--- src/rtl/watch_set_ctrl.sv ---
// rtl/watch_set_ctrl.sv - RUN/SET mode controller with digit select, up/down hold-to-repeat and blink phase
// Optional feature: define WATCH_SET_TIMEOUT_EN to leave SET after TIMEOUT_TICKS idle ticks.
module watch_set_ctrl #(
   parameter int NUM_POS       = 4,
   parameter int HOLD_TICKS    = 500,
   parameter int REPEAT_TICKS  = 100,
   parameter int BLINK_TICKS   = 250,
   parameter int TIMEOUT_TICKS = 10000
) (
   input  logic       clk,
   input  logic       rst,
   input  logic       tick,
   input  logic       btn_mode,
   input  logic       btn_left,
   input  logic       btn_right,
   input  logic       btn_up,
   input  logic       btn_down,
   output logic       stop,
   output logic [2:0] digit_pos,
   output logic       time_up,
   output logic       time_down,
   output logic       blink_on
);

   typedef enum logic {ST_RUN = 1'b0, ST_SET = 1'b1} state_t;

   // One width serves every tick counter so all terminal counts fit.
   localparam int T_A  = (HOLD_TICKS > REPEAT_TICKS) ? HOLD_TICKS : REPEAT_TICKS;
   localparam int T_B  = (BLINK_TICKS > TIMEOUT_TICKS) ? BLINK_TICKS : TIMEOUT_TICKS;
   localparam int T_MX = (T_A > T_B) ? T_A : T_B;
   localparam int CW   = $clog2(T_MX + 1);

   localparam logic [CW-1:0] HOLD_C   = CW'(HOLD_TICKS);
   localparam logic [CW-1:0] REPEAT_C = CW'(REPEAT_TICKS);
   localparam logic [CW-1:0] BLINK_C  = CW'(BLINK_TICKS);
   localparam logic [2:0]    POS_LAST = 3'(NUM_POS - 1);

   // Button vector bit order: {mode, left, right, up, down}
   logic [4:0]    btn_q, btn_d, prev_q, prev_d, press;
   state_t        state_q, state_d;
   logic [2:0]    pos_q, pos_d;
   logic          up_q, up_d, dn_q, dn_d, blink_q, blink_d;
   logic [CW-1:0] blink_cnt_q, blink_cnt_d, rep_cnt_q, rep_cnt_d;
   logic [CW-1:0] rep_inc, blink_inc;
   logic          rep_up_q, rep_up_d, rep_dn_q, rep_dn_d, rep_ph_q, rep_ph_d;
   logic          move, timeout;

`ifdef WATCH_SET_TIMEOUT_EN
   logic [CW-1:0] idle_q, idle_d;
   assign timeout = (idle_q == CW'(TIMEOUT_TICKS));
`else
   assign timeout = 1'b0;
`endif

   assign press     = btn_q & ~prev_q;
   assign rep_inc   = rep_cnt_q + 1'b1;
   assign blink_inc = blink_cnt_q + 1'b1;

   // Next-state: mode FSM, digit select, repeat machinery, blink and idle counters
   always_comb begin
      btn_d       = {btn_mode, btn_left, btn_right, btn_up, btn_down};
      prev_d      = btn_q;
      state_d     = state_q;
      pos_d       = pos_q;
      up_d        = 1'b0;
      dn_d        = 1'b0;
      blink_d     = blink_q;
      blink_cnt_d = blink_cnt_q;
      rep_cnt_d   = rep_cnt_q;
      rep_up_d    = rep_up_q;
      rep_dn_d    = rep_dn_q;
      rep_ph_d    = rep_ph_q;
      move        = 1'b0;
`ifdef WATCH_SET_TIMEOUT_EN
      idle_d      = idle_q;
`endif
      case (state_q)
         ST_RUN: begin
            rep_up_d  = 1'b0;
            rep_dn_d  = 1'b0;
            rep_ph_d  = 1'b0;
            rep_cnt_d = '0;
            blink_d   = 1'b0;
            if (press[4]) begin
               state_d     = ST_SET;
               pos_d       = 3'd0;
               blink_d     = 1'b1;
               blink_cnt_d = '0;
`ifdef WATCH_SET_TIMEOUT_EN
               idle_d      = '0;
`endif
            end
         end
         default: begin
            if (press[4] || timeout) begin
               // Leaving SET drops blink and cancels any pending repeat.
               state_d   = ST_RUN;
               blink_d   = 1'b0;
               rep_up_d  = 1'b0;
               rep_dn_d  = 1'b0;
               rep_ph_d  = 1'b0;
               rep_cnt_d = '0;
            end else begin
               if (press[3] && !press[2]) begin
                  pos_d = (pos_q == POS_LAST) ? 3'd0 : pos_q + 3'd1;
                  move  = 1'b1;
               end else if (press[2] && !press[3]) begin
                  pos_d = (pos_q == 3'd0) ? POS_LAST : pos_q - 3'd1;
                  move  = 1'b1;
               end
               if (btn_q[1] && btn_q[0]) begin
                  // Both held: disarm so the survivor needs a fresh press.
                  rep_up_d  = 1'b0;
                  rep_dn_d  = 1'b0;
                  rep_ph_d  = 1'b0;
                  rep_cnt_d = '0;
               end else if (press[1] || press[0]) begin
                  up_d      = press[1];
                  dn_d      = press[0];
                  rep_up_d  = press[1];
                  rep_dn_d  = press[0];
                  rep_ph_d  = 1'b0;
                  rep_cnt_d = '0;
               end else if ((rep_up_q && !btn_q[1]) || (rep_dn_q && !btn_q[0])) begin
                  rep_up_d  = 1'b0;
                  rep_dn_d  = 1'b0;
                  rep_ph_d  = 1'b0;
                  rep_cnt_d = '0;
               end else if ((rep_up_q || rep_dn_q) && tick) begin
                  if (rep_inc == (rep_ph_q ? REPEAT_C : HOLD_C)) begin
                     up_d      = rep_up_q;
                     dn_d      = rep_dn_q;
                     rep_ph_d  = 1'b1;
                     rep_cnt_d = '0;
                  end else begin
                     rep_cnt_d = rep_inc;
                  end
               end
               if (move || up_d || dn_d) begin
                  blink_d     = 1'b1;
                  blink_cnt_d = '0;
               end else if (tick) begin
                  if (blink_inc == BLINK_C) begin
                     blink_d     = ~blink_q;
                     blink_cnt_d = '0;
                  end else begin
                     blink_cnt_d = blink_inc;
                  end
               end
`ifdef WATCH_SET_TIMEOUT_EN
               if ((|press[3:0]) || up_d || dn_d) begin
                  idle_d = '0;
               end else if (tick) begin
                  idle_d = idle_q + 1'b1;
               end
`endif
            end
         end
      endcase
   end

   // State registers; buttons reset to "held" so a level present at reset release is not a press
   always_ff @(posedge clk) begin
      if (rst) begin
         btn_q       <= '1;
         prev_q      <= '1;
         state_q     <= ST_RUN;
         pos_q       <= 3'd0;
         up_q        <= 1'b0;
         dn_q        <= 1'b0;
         blink_q     <= 1'b0;
         blink_cnt_q <= '0;
         rep_cnt_q   <= '0;
         rep_up_q    <= 1'b0;
         rep_dn_q    <= 1'b0;
         rep_ph_q    <= 1'b0;
`ifdef WATCH_SET_TIMEOUT_EN
         idle_q      <= '0;
`endif
      end else begin
         btn_q       <= btn_d;
         prev_q      <= prev_d;
         state_q     <= state_d;
         pos_q       <= pos_d;
         up_q        <= up_d;
         dn_q        <= dn_d;
         blink_q     <= blink_d;
         blink_cnt_q <= blink_cnt_d;
         rep_cnt_q   <= rep_cnt_d;
         rep_up_q    <= rep_up_d;
         rep_dn_q    <= rep_dn_d;
         rep_ph_q    <= rep_ph_d;
`ifdef WATCH_SET_TIMEOUT_EN
         idle_q      <= idle_d;
`endif
      end
   end

   assign stop      = (state_q == ST_SET);
   assign digit_pos = pos_q;
   assign time_up   = up_q;
   assign time_down = dn_q;
   assign blink_on  = blink_q;

endmodule

--- config.mk ---
export PLATFORM = sky130hd
export DESIGN_NAME = watch_set_ctrl
export DESIGN_NICKNAME = d
export VERILOG_FILES = /design/src/rtl/watch_set_ctrl.sv
export SDC_FILE = /design/constraint.sdc
export NUM_CORES = 1
export LEC_CHECK = 0
export ABC_AREA = 1
export ABC_CLOCK_PERIOD_IN_PS = 2200
export CAP_MARGIN = 20
export CORE_MARGIN = 3
export CORE_UTILIZATION = 30
export DETAILED_ROUTE_END_ITERATION = 7
export PLACE_DENSITY = 0.43
export SLEW_MARGIN = 20
export SYNTH_ARGS = -nofsm -noshare
export SYNTH_HDL_FRONTEND = slang
export SYNTH_SLANG_ARGS = --single-unit
--- constraint.sdc ---
create_clock -name clk -period 2.2 [get_ports clk]
set_clock_uncertainty 0.1 [all_clocks]
set_input_delay 0.22 -clock clk [delete_from_list [all_inputs] [get_ports clk]]
set_output_delay 0.22 -clock clk [all_outputs]
set_load 0.1 [all_outputs]
* After elaboration in Yosys (flattened, before gate mapping)
Cells that the tools add are included.
Word-level totals: output and inout port bits 7, register bits 48, word-level logic and storage cells 97, input port bits 8
Cells by class: muxes and demuxes 44, reductions and logical operators 27, bitwise logic cells 4, equality and inequality tests 6, $add $sub $neg 4
Operator list (number):
- $mux W14 | 7
- $mux W1 | 29
- $add A14 B1 Y14 const B | 2
- $mux W3 | 7
- $eq A14 B8 Y1 const B | 1
- $eq A14 B9 Y1 | 1
- $mux W9 | 1
- $logic_and A1 B1 Y1 | 6
- $reduce_and A3 Y1 | 2
- $reduce_bool A3 Y1 | 2
- $reduce_or A6 Y1 | 1
- $and A5 B5 Y5 | 1
- $logic_or A1 B1 Y1 | 5
- $not A5 Y5 | 1
- $logic_not A1 Y1 | 4
- $ne A4 B2 Y1 const B | 1
- $ne A4 B3 Y1 const B | 1
- $reduce_and A2 Y1 | 2
- $reduce_bool A2 Y1 | 2
- $reduce_or A4 Y1 | 1
- $add A3 B1 Y3 const B | 1
- $eq A3 B2 Y1 const B | 1
- $logic_not A3 Y1 | 1
- $reduce_or A3 Y1 | 1
- 3 further kinds | 4

* Longest topological paths before layout
Gate-level depths: netlist (run 1).
depth in word-level cells 14, depth in mapped cells 20, depth with buffers taken out 20

* Worst setup path before layout (run 1)
Ideal clock, no wire load.
path type register to register, start point register state_q (netlist: stop), end point register pos_q[2] (netlist: digit_pos[2]), period minus slack after synthesis 2.514 ns, cell stages (with the launch flop) 9, slack -0.314 ns, arrival time 2.343 ns, data required time 2.029 ns, cells stage by stage dfxtp_1 > clkbuf_1 > inv_2 > ha_1 > nor2_1 > o31ai_1 > nor2_1 > nand3_1 > a21oi_1
On the way: cells in the longest elaborated chain, start to end 2, elaborated cells on any way between the ends 4, classes of those cells eq/ne: 1; mux: 1; reduce/logical: 2
Ends and longest elaborated chain:
- start, declared | RTL line 40 | state_t state_q, state_d;
- start signal, assigned | RTL line 183 | state_q <= state_d;
- $ne A2 B2 Y1 (no source line) or $reduce_bool A2 Y1 (tied branches)
- $reduce_and A3 Y1 (no source line)
- end signal, assigned | RTL line 184 | pos_q <= pos_d;
- end, declared | RTL line 41 | logic [2:0] pos_q, pos_d;
Parallel ways exist; a longest one is shown, timed or not. A chain may end at the register's enable or synchronous reset.

* Final worst setup path (run 1)
start point register rep_cnt_q[1], end point register blink_cnt_q[6]
On the way: cells in the longest elaborated chain, start to end 14, elaborated cells on any way between the ends 23, classes of those cells add/sub: 1; eq/ne: 1; mux: 17; reduce/logical: 4
Ends and longest elaborated chain:
- start, declared | RTL line 43 | logic [CW-1:0] blink_cnt_q, blink_cnt_d, rep_cnt_q, rep_cnt_d;
- start signal, assigned | RTL line 189 | rep_cnt_q <= rep_cnt_d;
- $add A14 B1 Y14 (*) | RTL line 56 | assign rep_inc = rep_cnt_q + 1'b1;
- $eq A14 B9 Y1 (*) | RTL line 130 | if (rep_inc == (rep_ph_q ? REPEAT_C : HOLD_C)) begin
- $mux W1 | RTL line 130
- $mux W1 | RTL line 129 | end else if ((rep_up_q || rep_dn_q) && tick) begin
- $mux W1 | RTL line 124 | end else if ((rep_up_q && !btn_q[1]) || (rep_dn_q && !btn_q[0])) begin
- $mux W1 | RTL line 117 | end else if (press[1] || press[0]) begin
- $mux W1 | RTL line 111 | if (btn_q[1] && btn_q[0]) begin
- $mux W1 | RTL line 95 | if (press[4] || timeout) begin
- $mux W1 | RTL line 77 | case (state_q)
- $logic_or A1 B1 Y1 | RTL line 139 | if (move || up_d || dn_d) begin
- $logic_or A1 B1 Y1 (*) | RTL line 139
- $mux W14 | RTL line 139
- $mux W14 | RTL line 95
- $mux W14 | RTL line 77
- end signal, assigned | RTL line 188 | blink_cnt_q <= blink_cnt_d;
- end, declared | RTL line 43
Every way passes the cells marked *; elsewhere a longest branch is shown, timed or not. The select of a mux whose other input is x is not followed.

==> results by group, run 1 <==
Yosys
  • Synth cell types: 37
  • Syn nets: roughly 450
  • Synth Register Bits: 48
  • Synthesized area: 0.00287 mm2
  • Sequential share of the synthesized area: 33.5%
  • Synth warnings: 0
  • Synth area leader: dfxtp_1
  • Post-Syn Instances: 435
  • Syn_area_per_cell: 6.60 um2
  • Top post-synthesis cells by area: dfxtp_1, nand2_1, inv_1, nor2_1, a21oi_1
  • Synth top area share: 33.5%

Route
  • First-pass DRT Iterations: 4
  • WL/cell: 12.2 um
  • DRC viols: 0
  • Vias: a little under 3000
  • Final wirelength: slightly below 8000 um
  • Via density: approximately 4.6
  • ANT nets after route: 0
  • DRT iter0 DRCs: 65

CTS
  • Buffers from clock root to sink, at most: 2
  • CTS Buf Count: 5
  • Clock transition at the registers of the reported paths: 0.10 ns
  • Clock latency on the worst-skew pair: 0.32 ns
  • Clk sinks: 48
  • H-tree level count: 2
  • Number of hold buffers added after CTS: 0
  • CTS tree: built
  • Clock root cell: clkbuf_8

Pwr
  • Maximum VDD drop: 0.256 mV
  • Pwr Total: approximately 1.7 mW
  • Pwr dens: 425 mW/mm2
  • P_leak: 1.67 nW

Cells and area
  • Core Util, Final: between 40% and 50%
  • Ant diodes: 0
  • Fraction of layout cells with a size suffix above 1: between 30% and 40%
  • Nets: 527
  • Filler Cell Count: 1000
  • Layout overhead on the synthesized area: 39.1%
  • Multi-input gate area: 0.00191 mm2
  • Register Area: 972 um2

Global routing
  • Gr usage total: 14.8%
  • First-pass GRT wire length: 13100 um
  • Initial antenna violation count: 0
  • Congestion Overflow GR: 0
  • Largest net degree at the start of global routing: 17
  • Number of global-route vias before repair: 2845

STA
  • Hold Fails Final Rpt: 0
  • Max Transition Viols Final: 0
  • Setup TNS: -1.05 ns
  • Final min period: approximately 2.3 ns
  • Final Cycle Share: 105%
  • Slew Limit Headroom: 65.7%
  • Worst Setup Slack, final: -0.112 ns
  • Final setup viols: 15
  • Achievable Freq: roughly 0.43 GHz
  • Unrepaired setup endpoints after global routing: true
  • Least-Margin Pin Slew: around 0.51 ns

Worst setup path
  • Critical Path AT: 2.47 ns
  • WP data required: ~2.4 ns
  • Worst Setup End Kind: register
  • Critical path type: reg2reg
  • Worst-path maximum fanout: 7
  • CP startpoint kind: register

Placed design
  • Detailed placement HPWL: about 5700 um
  • I/O Buffers: 14
  • Routability cong.: just over 0.8
  • Pre-CTS setup slack: -0.212 ns

Die
  • Core area: 0.00928 mm2
  • Die Ht: 104 um
  • Die area: 0.0108 mm2
  • Top Ports: 15
  • Initial core utilization: 30.9%
  • Row count: 35
  • Die X: roughly 100 um

Run
  • Max Cap Viol: 0

Run status
  • Failing checks: negative setup slack
  • Outcome: complete, but fails checks

Min path
  • Hold crit path type: reg2reg
layer usage:
| layer | GRT usage [%] | wire length [um] | vias up |
|---|---|---|---|
| met5 | 0 | 0 | - |
| met1 | 18.3 | 3640 | 1366 |
| li1 | - | - | 1532 |
| met4 | 5.60 | 168 | 0 |
| met2 | 25.0 | 3790 | 38 |
| met3 | 3.24 | 201 | 12 |
worst max-delay path: stages, from the launching register on:
cell     delay (ns)
dfxtp_4        0.38
buf_6          0.11
nand2_4        0.04
nor2_4         0.23
nand3_2        0.10
nand2_2        0.09
nand2_4        0.06
nor2_4         0.10
nand2_1        0.07
nor2_2         0.12
nand3_2        0.10
nand2_2        0.10
nand2_4        0.08
nand4_4        0.12
nand2_8        0.09
buf_12         0.16
nand2_2        0.04
nand2_1        0.04
a21oi_1        0.11
where the power goes:
part           switching, mW  internal [mW]
Clock                  0.310          0.228
Combinational          0.146          0.103
Sequential            0.0186          0.890
Total                  0.475           1.22
Yosys cell counts, drive strengths merged:
| cell | number |
|---|---|
| nand2 | 121 |
| inv | 59 |
| nor2 | 55 |
| dfxtp | 48 |
| a21oi | 33 |
| nand3 | 32 |
| nor3 | 13 |
| ha | 11 |
| o21ai | 11 |
| nand4 | 9 |
| xor2 | 8 |
| nand3b | 6 |
| or2 | 6 |
| clkbuf | 4 |
| a31oi | 3 |
| buf | 3 |
| xnor2 | 3 |
| a211oi | 1 |
| and2 | 1 |
| and3 | 1 |
| clkinv | 1 |
| nor3b | 1 |
| nor4 | 1 |
| o211ai | 1 |
| o21bai | 1 |
| o22ai | 1 |
| o31ai | 1 |
registers in the layout (all words and copies together), names as in the netlist:
signal / cells
stop: 1
blink_on: 1
rep_cnt_q: 14
rep_up_q: 1
blink_cnt_q: 14
time_down: 1
prev_q: 5
btn_q: 5
digit_pos: 3
rep_dn_q: 1
time_up: 1
rep_ph_q: 1
area by class of cell:
| type | instances | share of cell area [%] |
|---|---|---|
| inverters | 60 | 6.08 |
| well taps | 129 | 4.04 |
| clock buffers | 7 | 1.91 |
| multi-input cells | 320 | 47.7 |
| flip-flops and latches | 48 | 24.3 |
| repair buffers | 73 | 15.7 |
| clock inverters | 1 | 0.219 |
metrics by stage:
step | hold WS (ns) | instances | instance area [um2]
after floorplan | 0.224 | 435 | 2870
after global placement | 0.297 | 616 | 3480
after detailed placement | 0.308 | 616 | 3480
after CTS | 0.331 | 632 | 3730
after global routing | 0.348 | 638 | 3990
final | 0.324 | 638 | 3990
cells in the final DEF, fill, tap and decap left out, types with 7 or more instances in the layout:
cell type	instances
a21oi_2	7
nand3_2	8
clkdlybuf4s50_1	7
nand2_2	13
ha_1	10
nor2_4	7
xor2_1	7
inv_1	54
nand2_4	8
nand2_1	99
a21oi_1	26
o21ai_0	10
dfxtp_1	41
nand3_1	22
nand4_1	8
nor2_1	42
buf_4	57
path summary, 6_finish.rpt:
kind / startpoint / to / slack, ns / depth (start not counted)
setup / recovery: rep_cnt_q[1] / blink_cnt_q[6] / -0.11 / 18
hold / removal: btn_q[3] / prev_q[3] / 0.32 / 2
setup reg to reg: rep_cnt_q[1] / blink_cnt_q[6] / -0.11 / 18
hold reg to reg: btn_q[3] / prev_q[3] / 0.32 / 2
repair_timing:
action,4_1_cts,5_1_grt
setup buffers,8,7
endpoints found under the setup margin,21,21
gates cloned,0,0
resized for setup,26,56
pin swaps,5,24
cells by family after synthesis:
logic type               count (synthesis)  share of synthesized area [%]
buffers and inverters                   67                           9.42
AO/OA/AOI/OAI                           52                           9.85
adder cells (fa/ha/maj)                 11                           4.80
XOR/XNOR                                11                           3.36
AND/OR/NAND/NOR                        246                           39.1
flip-flops                              48                           33.5
(Power assumes the default switching activity.)
==> inputs of run 2 (changes only) <==
--- a/config.mk
+++ b/config.mk
@@ -6,10 +6,11 @@
 export NUM_CORES = 1
 export LEC_CHECK = 0
 export ABC_AREA = 1
-export ABC_CLOCK_PERIOD_IN_PS = 2200
+export ABC_CLOCK_PERIOD_IN_PS = 2000
 export CAP_MARGIN = 20
 export CORE_MARGIN = 3
 export CORE_UTILIZATION = 30
+export CTS_BUF_LIST = sky130_fd_sc_hd__clkbuf_2 sky130_fd_sc_hd__clkbuf_4 sky130_fd_sc_hd__clkbuf_8
 export DETAILED_ROUTE_END_ITERATION = 7
 export PLACE_DENSITY = 0.43
 export SLEW_MARGIN = 20
==> constraint.sdc (replaced) <==
create_clock -name clk -period 2 [get_ports clk]
set_clock_uncertainty 0.1 [all_clocks]
set_input_delay 0.2 -clock clk [delete_from_list [all_inputs] [get_ports clk]]
set_output_delay 0.2 -clock clk [all_outputs]
set_load 0.1 [all_outputs]
==> run 2 against run 1 <==
Effect of this change: the flow still finishes with violations (negative setup slack); utilization decreased by 1.4 points; fmax increased by 0.53%; wire length decreased by 3.7%; hold slack got worse by 0.0043 ns; power increased by 16%.
==> results by group, run 2 (synthesis results as in run 1) <==
Die
  • Top Ports: 15 (unchanged)
  • Core area: 0.00928 mm2 (unchanged)
  • Die Ht: 104 um (unchanged)
  • Initial core utilization: 30.9% (unchanged)
  • Die area: 0.0108 mm2 (unchanged)
  • Die X: 104 um (unchanged)
  • Row count: 35 (unchanged)

STA
  • Final setup viols: 25 (was 15)
  • Slew Limit Headroom: 77.9% (was 65.7%)
  • WHS: 0.320 ns (was 0.324 ns)
  • Achievable Freq: 0.435 GHz (was 0.432 GHz)
  • Unrepaired setup endpoints after global routing: true (unchanged)
  • Final min period: 2.30 ns (was 2.31 ns)
  • Worst Setup Slack, final: -0.300 ns (was -0.112 ns)
  • Least-Margin Pin Slew: 0.328 ns (was 0.510 ns)
  • Hold Fails Final Rpt: 0 (unchanged)
  • Max Transition Viols Final: 0 (unchanged)
  • Final Cycle Share: 115% (was 105%)

Worst setup path
  • CP endpoint: blink_cnt_q[2] (was blink_cnt_q[6])
  • WP data required: 2.14 ns (was 2.36 ns)
  • Flop-to-flop setup slack: -0.30 ns (was -0.11 ns)
  • Slowest stage cell, crit path: dfxtp_4 (unchanged)
  • Crit path max-delay family: simple AND/OR/NAND/NOR gates (unchanged)
  • Worst Setup End Kind: register (unchanged)
  • Crit path cell chain: ha_4 -> inv_4 -> nor2_4 -> nand2_2 -> nand2_1 -> nand3_2 -> nand2_2 -> inv_1 -> nand2_1 -> nor2_2 -> nand3_2 -> nand2_2 -> nand2_4 -> nand3_4 -> buf_6 -> nor3_2 -> nand2_1 -> a21oi_2 (was buf_6 -> nand2_4 -> nor2_4 -> nand3_2 -> nand2_2 -> nand2_4 -> nor2_4 -> nand2_1 -> nor2_2 -> nand3_2 -> nand2_2 -> nand2_4 -> nand4_4 -> nand2_8 -> buf_12 -> nand2_2 -> nand2_1 -> a21oi_1)
  • Buf/Inv on CP: 3 (was 2)
  • Worst Setup SP: rep_cnt_q[1] (unchanged)
  • CP max stage delay: 0.38 ns (about the same)
  • Critical Path AT: 2.44 ns (was 2.47 ns)
  • Worst-path maximum fanout: 8 (was 7)
  • Reg2reg path depth: 18 (unchanged)
  • Crit Reg-Reg Endpoint: blink_cnt_q[2] (was blink_cnt_q[6])
  • CP Depth: 18 (unchanged)
  • CP startpoint kind: register (unchanged)
  • Reg-to-Reg Start: rep_cnt_q[1] (unchanged)
  • Critical path type: reg2reg (unchanged)

CTS
  • CTS Buf Count: 5 (unchanged)
  • H-tree level count: 2 (unchanged)
  • Clock root cell: clkbuf_8 (unchanged)
  • Buffers from clock root to sink, at most: 2 (unchanged)
  • Clk sinks: 48 (unchanged)
  • Clock transition at the registers of the reported paths: 0.10 ns (about the same)
  • Clock latency on the worst-skew pair: 0.31 ns (was 0.32 ns)
  • CTS tree: built (unchanged)

Cells and area
  • Commonest non-fill, non-tap cell in the layout: nand2_1 (unchanged)
  • Multi-input gate area: 0.00178 mm2 (was 0.00191 mm2)
  • Core Util, Final: 41.6% (was 43.0%)
  • Top Registers: blink_cnt_q: 14 flops, rep_cnt_q: 14 flops (unchanged)
  • Nets: 531 (was 527)
  • Register Area: 977 um2 (was 972 um2)
  • Filler Cell Count: 1026 (was 1000)
  • Layout overhead on the synthesized area: 34.7% (was 39.1%)
  • Ant diodes: 0 (unchanged)
  • Most frequent cells in the layout: nand2_1, buf_4, inv_1, nor2_1, dfxtp_1 (unchanged)
  • Fraction of layout cells with a size suffix above 1: 26.5% (was 30.1%)

Pwr
  • Pwr dens: 507 mW/mm2 (was 425 mW/mm2)
  • P_leak: 1.66 nW (was 1.67 nW)
  • Maximum VDD drop: 0.267 mV (was 0.256 mV)
  • Pwr Total: 1.96 mW (was 1.70 mW)

Placed design
  • I/O Buffers: 14 (unchanged)
  • Routability cong.: 0.836 (was 0.817)
  • Pre-CTS setup slack: -0.342 ns (was -0.212 ns)
  • Detailed placement HPWL: 5790 um (was 5690 um)

Route
  • ANT nets after route: 0 (unchanged)
  • DRC viols: 0 (unchanged)
  • DRT iter0 DRCs: 80 (was 65)
  • Final wirelength: 7510 um (was 7800 um)
  • Via density: 4.44 (was 4.62)
  • WL/cell: 11.7 um (was 12.2 um)
  • First-pass DRT Iterations: 4 (unchanged)
  • Vias: 2848 (was 2948)

Global routing
  • Number of global-route vias before repair: 2871 (was 2845)
  • Initial antenna violation count: 0 (unchanged)
  • Largest net degree at the start of global routing: 17 (unchanged)
  • Gr usage total: 14.5% (was 14.8%)
  • Congestion Overflow GR: 0 (unchanged)
  • First-pass GRT wire length: 13000 um (was 13100 um)

Run status
  • Outcome: complete, but fails checks (unchanged)
  • Failing checks: negative setup slack (unchanged)

Run
  • Max Cap Viol: 0 (unchanged)

Min path
  • Hold crit path type: reg2reg (unchanged)
## run 2: cell count changes in the layout (fill, tap and decap cells not counted), sizes merged
| cell | previous run | this run |
|---|---|---|
| clkbuf | 7 | 6 |
| bufinv | 0 | 1 |
| buf | 66 | 70 |
| clkinv | 3 | 2 |
| inv | 58 | 59 |
## run 2: cell type report
cell class                 instances  area share (%)
tap                              129            4.17
clock inverter                     2           0.906
multi-input combinational        320            46.0
clock buffer                       6            1.97
timing repair buffer              77            15.7
sequential                        48            25.3
inverter                          60            6.02
## run 2: stage by stage
stage / instances / TNS, ns / instance area, um2
6_report: 642 / -5.48 / 3870
5_1_grt: 642 / -10.02 / 3870
4_1_cts: 639 / -5.63 / 3820
3_5_place_dp: 628 / -4.37 / 3620
3_3_place_gp: 628 / -4.52 / 3620
2_1_floorplan: 435 / -0.709 / 2950
## run 2: tightest hold or removal path: stages (launching register included)
cell and delay, ns:
dfxtp_1 0.31, inv_1 0.04, nand2_1 0.04
## run 2: report_power, final
group	internal, mW	switching [mW]	leakage [nW]	total [mW]
clock network	0.385	0.336	0.0586	0.722
logic	0.100	0.144	1.21	0.244
registers	0.977	0.0183	0.395	0.996
## run 2: timing repair
| action | in CTS | in global routing |
|---|---|---|
| gates resized for setup | 20 | 6 |
| hold buffers | 0 | 0 |
| buffers inserted | 3 | 3 |
| endpoints found under the setup margin | 22 | 26 |
| pin swaps | 13 | 10 |
## run 2: routing by layer
layer / share of wire [%] / track usage, % / vias up
li1: - / - / 1539
met1: 46 / 17.3 / 1280
met2: 51 / 26.4 / 20
met3: 1.9 / 2.12 / 9
met4: 1.5 / 4.84 / 0
met5: 0 / 0 / -
## run 2: worst min-delay path by stage
stage / startpoint / end / slack, ns / depth (start not counted)
after floorplan: btn_down / btn_q[0] / 0.20 / 1
after global placement: btn_q[3] / prev_q[3] / 0.30 / 2
after detailed placement: btn_q[3] / prev_q[3] / 0.30 / 2
after CTS: btn_q[3] / prev_q[3] / 0.32 / 2
after global routing: btn_left / btn_q[3] / 0.35 / 2
final: btn_q[3] / prev_q[3] / 0.32 / 2
==> inputs of run 3 (changes only) <==
--- a/config.mk
+++ b/config.mk
@@ -6,13 +6,13 @@
 export NUM_CORES = 1
 export LEC_CHECK = 0
 export ABC_AREA = 1
-export ABC_CLOCK_PERIOD_IN_PS = 2000
+export ABC_CLOCK_PERIOD_IN_PS = 2200
 export CAP_MARGIN = 20
 export CORE_MARGIN = 3
 export CORE_UTILIZATION = 30
 export CTS_BUF_LIST = sky130_fd_sc_hd__clkbuf_2 sky130_fd_sc_hd__clkbuf_4 sky130_fd_sc_hd__clkbuf_8
+export CTS_CLUSTER_SIZE = 24
 export DETAILED_ROUTE_END_ITERATION = 7
-export PLACE_DENSITY = 0.43
 export SLEW_MARGIN = 20
 export SYNTH_ARGS = -nofsm -noshare
 export SYNTH_HDL_FRONTEND = slang
==> constraint.sdc (replaced) <==
create_clock -name clk -period 2.2 [get_ports clk]
set_clock_uncertainty 0.1 [all_clocks]
set_input_delay 0.22 -clock clk [delete_from_list [all_inputs] [get_ports clk]]
set_output_delay 0.22 -clock clk [all_outputs]
set_load 0.1 [all_outputs]
==> run 3 against run 2 <==
Effect of this change: the run still ends with negative setup slack left; global-route usage fell by 0.76 points; register-to-register slack improved by 0.18 ns; final area fell by 0.19%; die area did not move; largest power group unchanged; via count rose by 2.7%; clock power fell by 8.3%; critical path type unchanged; power fell by 8.0%.
==> results by group, run 3 (synthesis results as in run 1) <==
Run status
  • Outcome: complete, but fails checks (unchanged)
  • Failing checks: negative setup slack (unchanged)

Cells and area
  • Nets: 521 (was 531)
  • Fraction of layout cells with a size suffix above 1: 27.2% (was 26.5%)
  • Ant diodes: 0 (unchanged)
  • Filler Cell Count: 968 (was 1026)
  • Layout overhead on the synthesized area: 34.4% (was 34.7%)
  • Multi-input gate area: 0.00182 mm2 (was 0.00178 mm2)
  • Register Area: 976 um2 (was 977 um2)
  • Final Instance Area: 0.00386 mm2 (was 0.00387 mm2)
  • Most frequent cells in the layout: nand2_1, inv_1, buf_4, nor2_1, dfxtp_1 (was nand2_1, buf_4, inv_1, nor2_1, dfxtp_1)
  • Top Registers: blink_cnt_q: 14 flops, rep_cnt_q: 14 flops (unchanged)
  • Commonest non-fill, non-tap cell in the layout: nand2_1 (unchanged)

Route
  • DRC viols: 0 (unchanged)
  • Via density: 4.63 (was 4.44)
  • ANT nets after route: 0 (unchanged)
  • Met1 WL: 3480 um (was 3460 um)
  • First-pass DRT Iterations: 4 (unchanged)
  • Metal3 WL: 287 um (was 140 um)
  • DRT iter0 DRCs: 106 (was 80)
  • WL/cell: 11.7 um (about the same)
  • Vias: 2925 (was 2848)
  • Max Used Layer: met4 (unchanged)
  • Final wirelength: 7390 um (was 7510 um)
  • Met2 wire length: 3510 um (was 3800 um)

Die
  • Top Ports: 15 (unchanged)
  • Die Ht: 104 um (unchanged)
  • Initial core utilization: 30.9% (unchanged)
  • Die X: 104 um (unchanged)
  • Row count: 35 (unchanged)
  • Die area: 0.0108 mm2 (unchanged)
  • Core area: 0.00928 mm2 (unchanged)

STA
  • Final setup viols: 15 (was 25)
  • Hold Fails Final Rpt: 0 (unchanged)
  • Slew Limit Headroom: 64.6% (was 77.9%)
  • Unrepaired setup endpoints after global routing: true (unchanged)
  • Final min period: 2.32 ns (was 2.30 ns)
  • Achievable Freq: 0.431 GHz (was 0.435 GHz)
  • Final Cycle Share: 105% (was 115%)
  • Max Transition Viols Final: 0 (unchanged)
  • Least-Margin Pin Slew: 0.527 ns (was 0.328 ns)
  • Worst Setup Slack, final: -0.118 ns (was -0.300 ns)

Pwr
  • P_leak: 1.63 nW (was 1.66 nW)
  • Pwr dens: 467 mW/mm2 (was 507 mW/mm2)
  • Maximum VDD drop: 0.362 mV (was 0.267 mV)

Placed design
  • Post-place instance area: 0.00342 mm2 (was 0.00362 mm2)
  • Pre-CTS setup slack: -0.178 ns (was -0.342 ns)
  • Detailed placement HPWL: 5170 um (was 5790 um)
  • I/O Buffers: 14 (unchanged)
  • Routability cong.: 0.886 (was 0.836)

Min path
  • Hold Crit Start: btn_q[3] (unchanged)
  • Hold crit path type: reg2reg (unchanged)

Global routing
  • Largest net degree at the start of global routing: 17 (unchanged)
  • Congestion Overflow GR: 0 (unchanged)
  • Number of global-route vias before repair: 2768 (was 2871)
  • Gr usage total: 13.7% (was 14.5%)
  • First-pass GRT wire length: 12400 um (was 13000 um)
  • Initial antenna violation count: 0 (unchanged)

CTS
  • H-tree level count: 2 (unchanged)
  • Number of hold buffers added after CTS: 0 (unchanged)
  • Clk sinks: 48 (unchanged)
  • Buffers from clock root to sink, at most: 2 (unchanged)
  • Clock root cell: clkbuf_8 (unchanged)
  • CTS tree: built (unchanged)
  • Clock latency on the worst-skew pair: 0.31 ns (about the same)
  • Clock transition at the registers of the reported paths: 0.10 ns (about the same)
  • CTS Buf Count: 5 (unchanged)

Worst setup path
  • Worst Setup SP: rep_cnt_q[1] (unchanged)
  • WP data required: 2.35 ns (was 2.14 ns)
  • CP startpoint kind: register (unchanged)
  • Reg-to-Reg Start: rep_cnt_q[1] (unchanged)
  • Critical Path AT: 2.47 ns (was 2.44 ns)
  • Worst-path maximum fanout: 7 (was 8)
  • Critical path type: reg2reg (unchanged)
  • Worst Setup End Kind: register (unchanged)

Run
  • Max Cap Viol: 0 (unchanged)
## run 3: per-stage QoR
| stage | util, % | setup TNS [ns] | cells | hold slack, ns | total power [mW] |
|---|---|---|---|---|---|
| final | 41.6 | -1.34 | 632 | 0.328 | 1.80 |
| after global routing | 41.6 | -4.41 | 632 | 0.344 | 1.88 |
| after CTS | 39.7 | -0.802 | 624 | 0.333 | 1.80 |
| after detailed placement | 36.8 | -2.97 | 610 | 0.309 | 1.13 |
| after global placement | 36.8 | -1.81 | 610 | 0.305 | 1.12 |
| after floorplan | - | 0 | 435 | 0.224 | 1.06 |
## run 3: worst max-delay path, cell delays in order (launching register included)
cell and delay [ns]:
dfxtp_2 0.37, buf_6 0.12, nand2_4 0.05, nor2_4 0.20, nand3_2 0.09, nand2_1 0.07
nand2_1 0.08, nor2_1 0.09, nand2_1 0.08, nor2_2 0.12, nand3_2 0.13, nand2_2 0.12
nand2_4 0.08, nand4_4 0.11, nand2_8 0.10, buf_12 0.16, nand2_2 0.04, nand2_1 0.04
a21oi_1 0.11
## run 3: final timing paths
check | cells after the start | slack [ns] | end
setup / recovery | 18 | -0.12 | blink_cnt_q[5]
hold / removal | 2 | 0.33 | prev_q[3]
setup reg to reg | 18 | -0.12 | blink_cnt_q[5]
hold reg to reg | 2 | 0.33 | prev_q[3]
## run 3: report_power, final
part	internal, mW	switching (mW)
logic	0.0928	0.137
clock network	0.337	0.325
registers	0.891	0.0203
## run 3: cell type report
| cell class | instances | share of cell area [%] |
|---|---|---|
| clock buffers | 5 | 1.78 |
| inverters | 60 | 6.16 |
| repair buffers | 66 | 14.2 |
| clock inverters | 3 | 1.10 |
| multi-input cells | 321 | 47.2 |
| well taps | 129 | 4.18 |
| flip-flops and latches | 48 | 25.3 |
## run 3: metal layers
layer | vias up | GRT usage (%)
met4 | 0 | 4.37
met3 | 11 | 3.30
met2 | 63 | 23.2
met5 | - | 0
met1 | 1326 | 17.2
li1 | 1525 | -
## run 3: repair_timing
action	CTS	global route
pin swaps	4	16
endpoints found under the setup margin	21	24
resized for setup	28	28
setup buffers	6	7
gates cloned	0	1
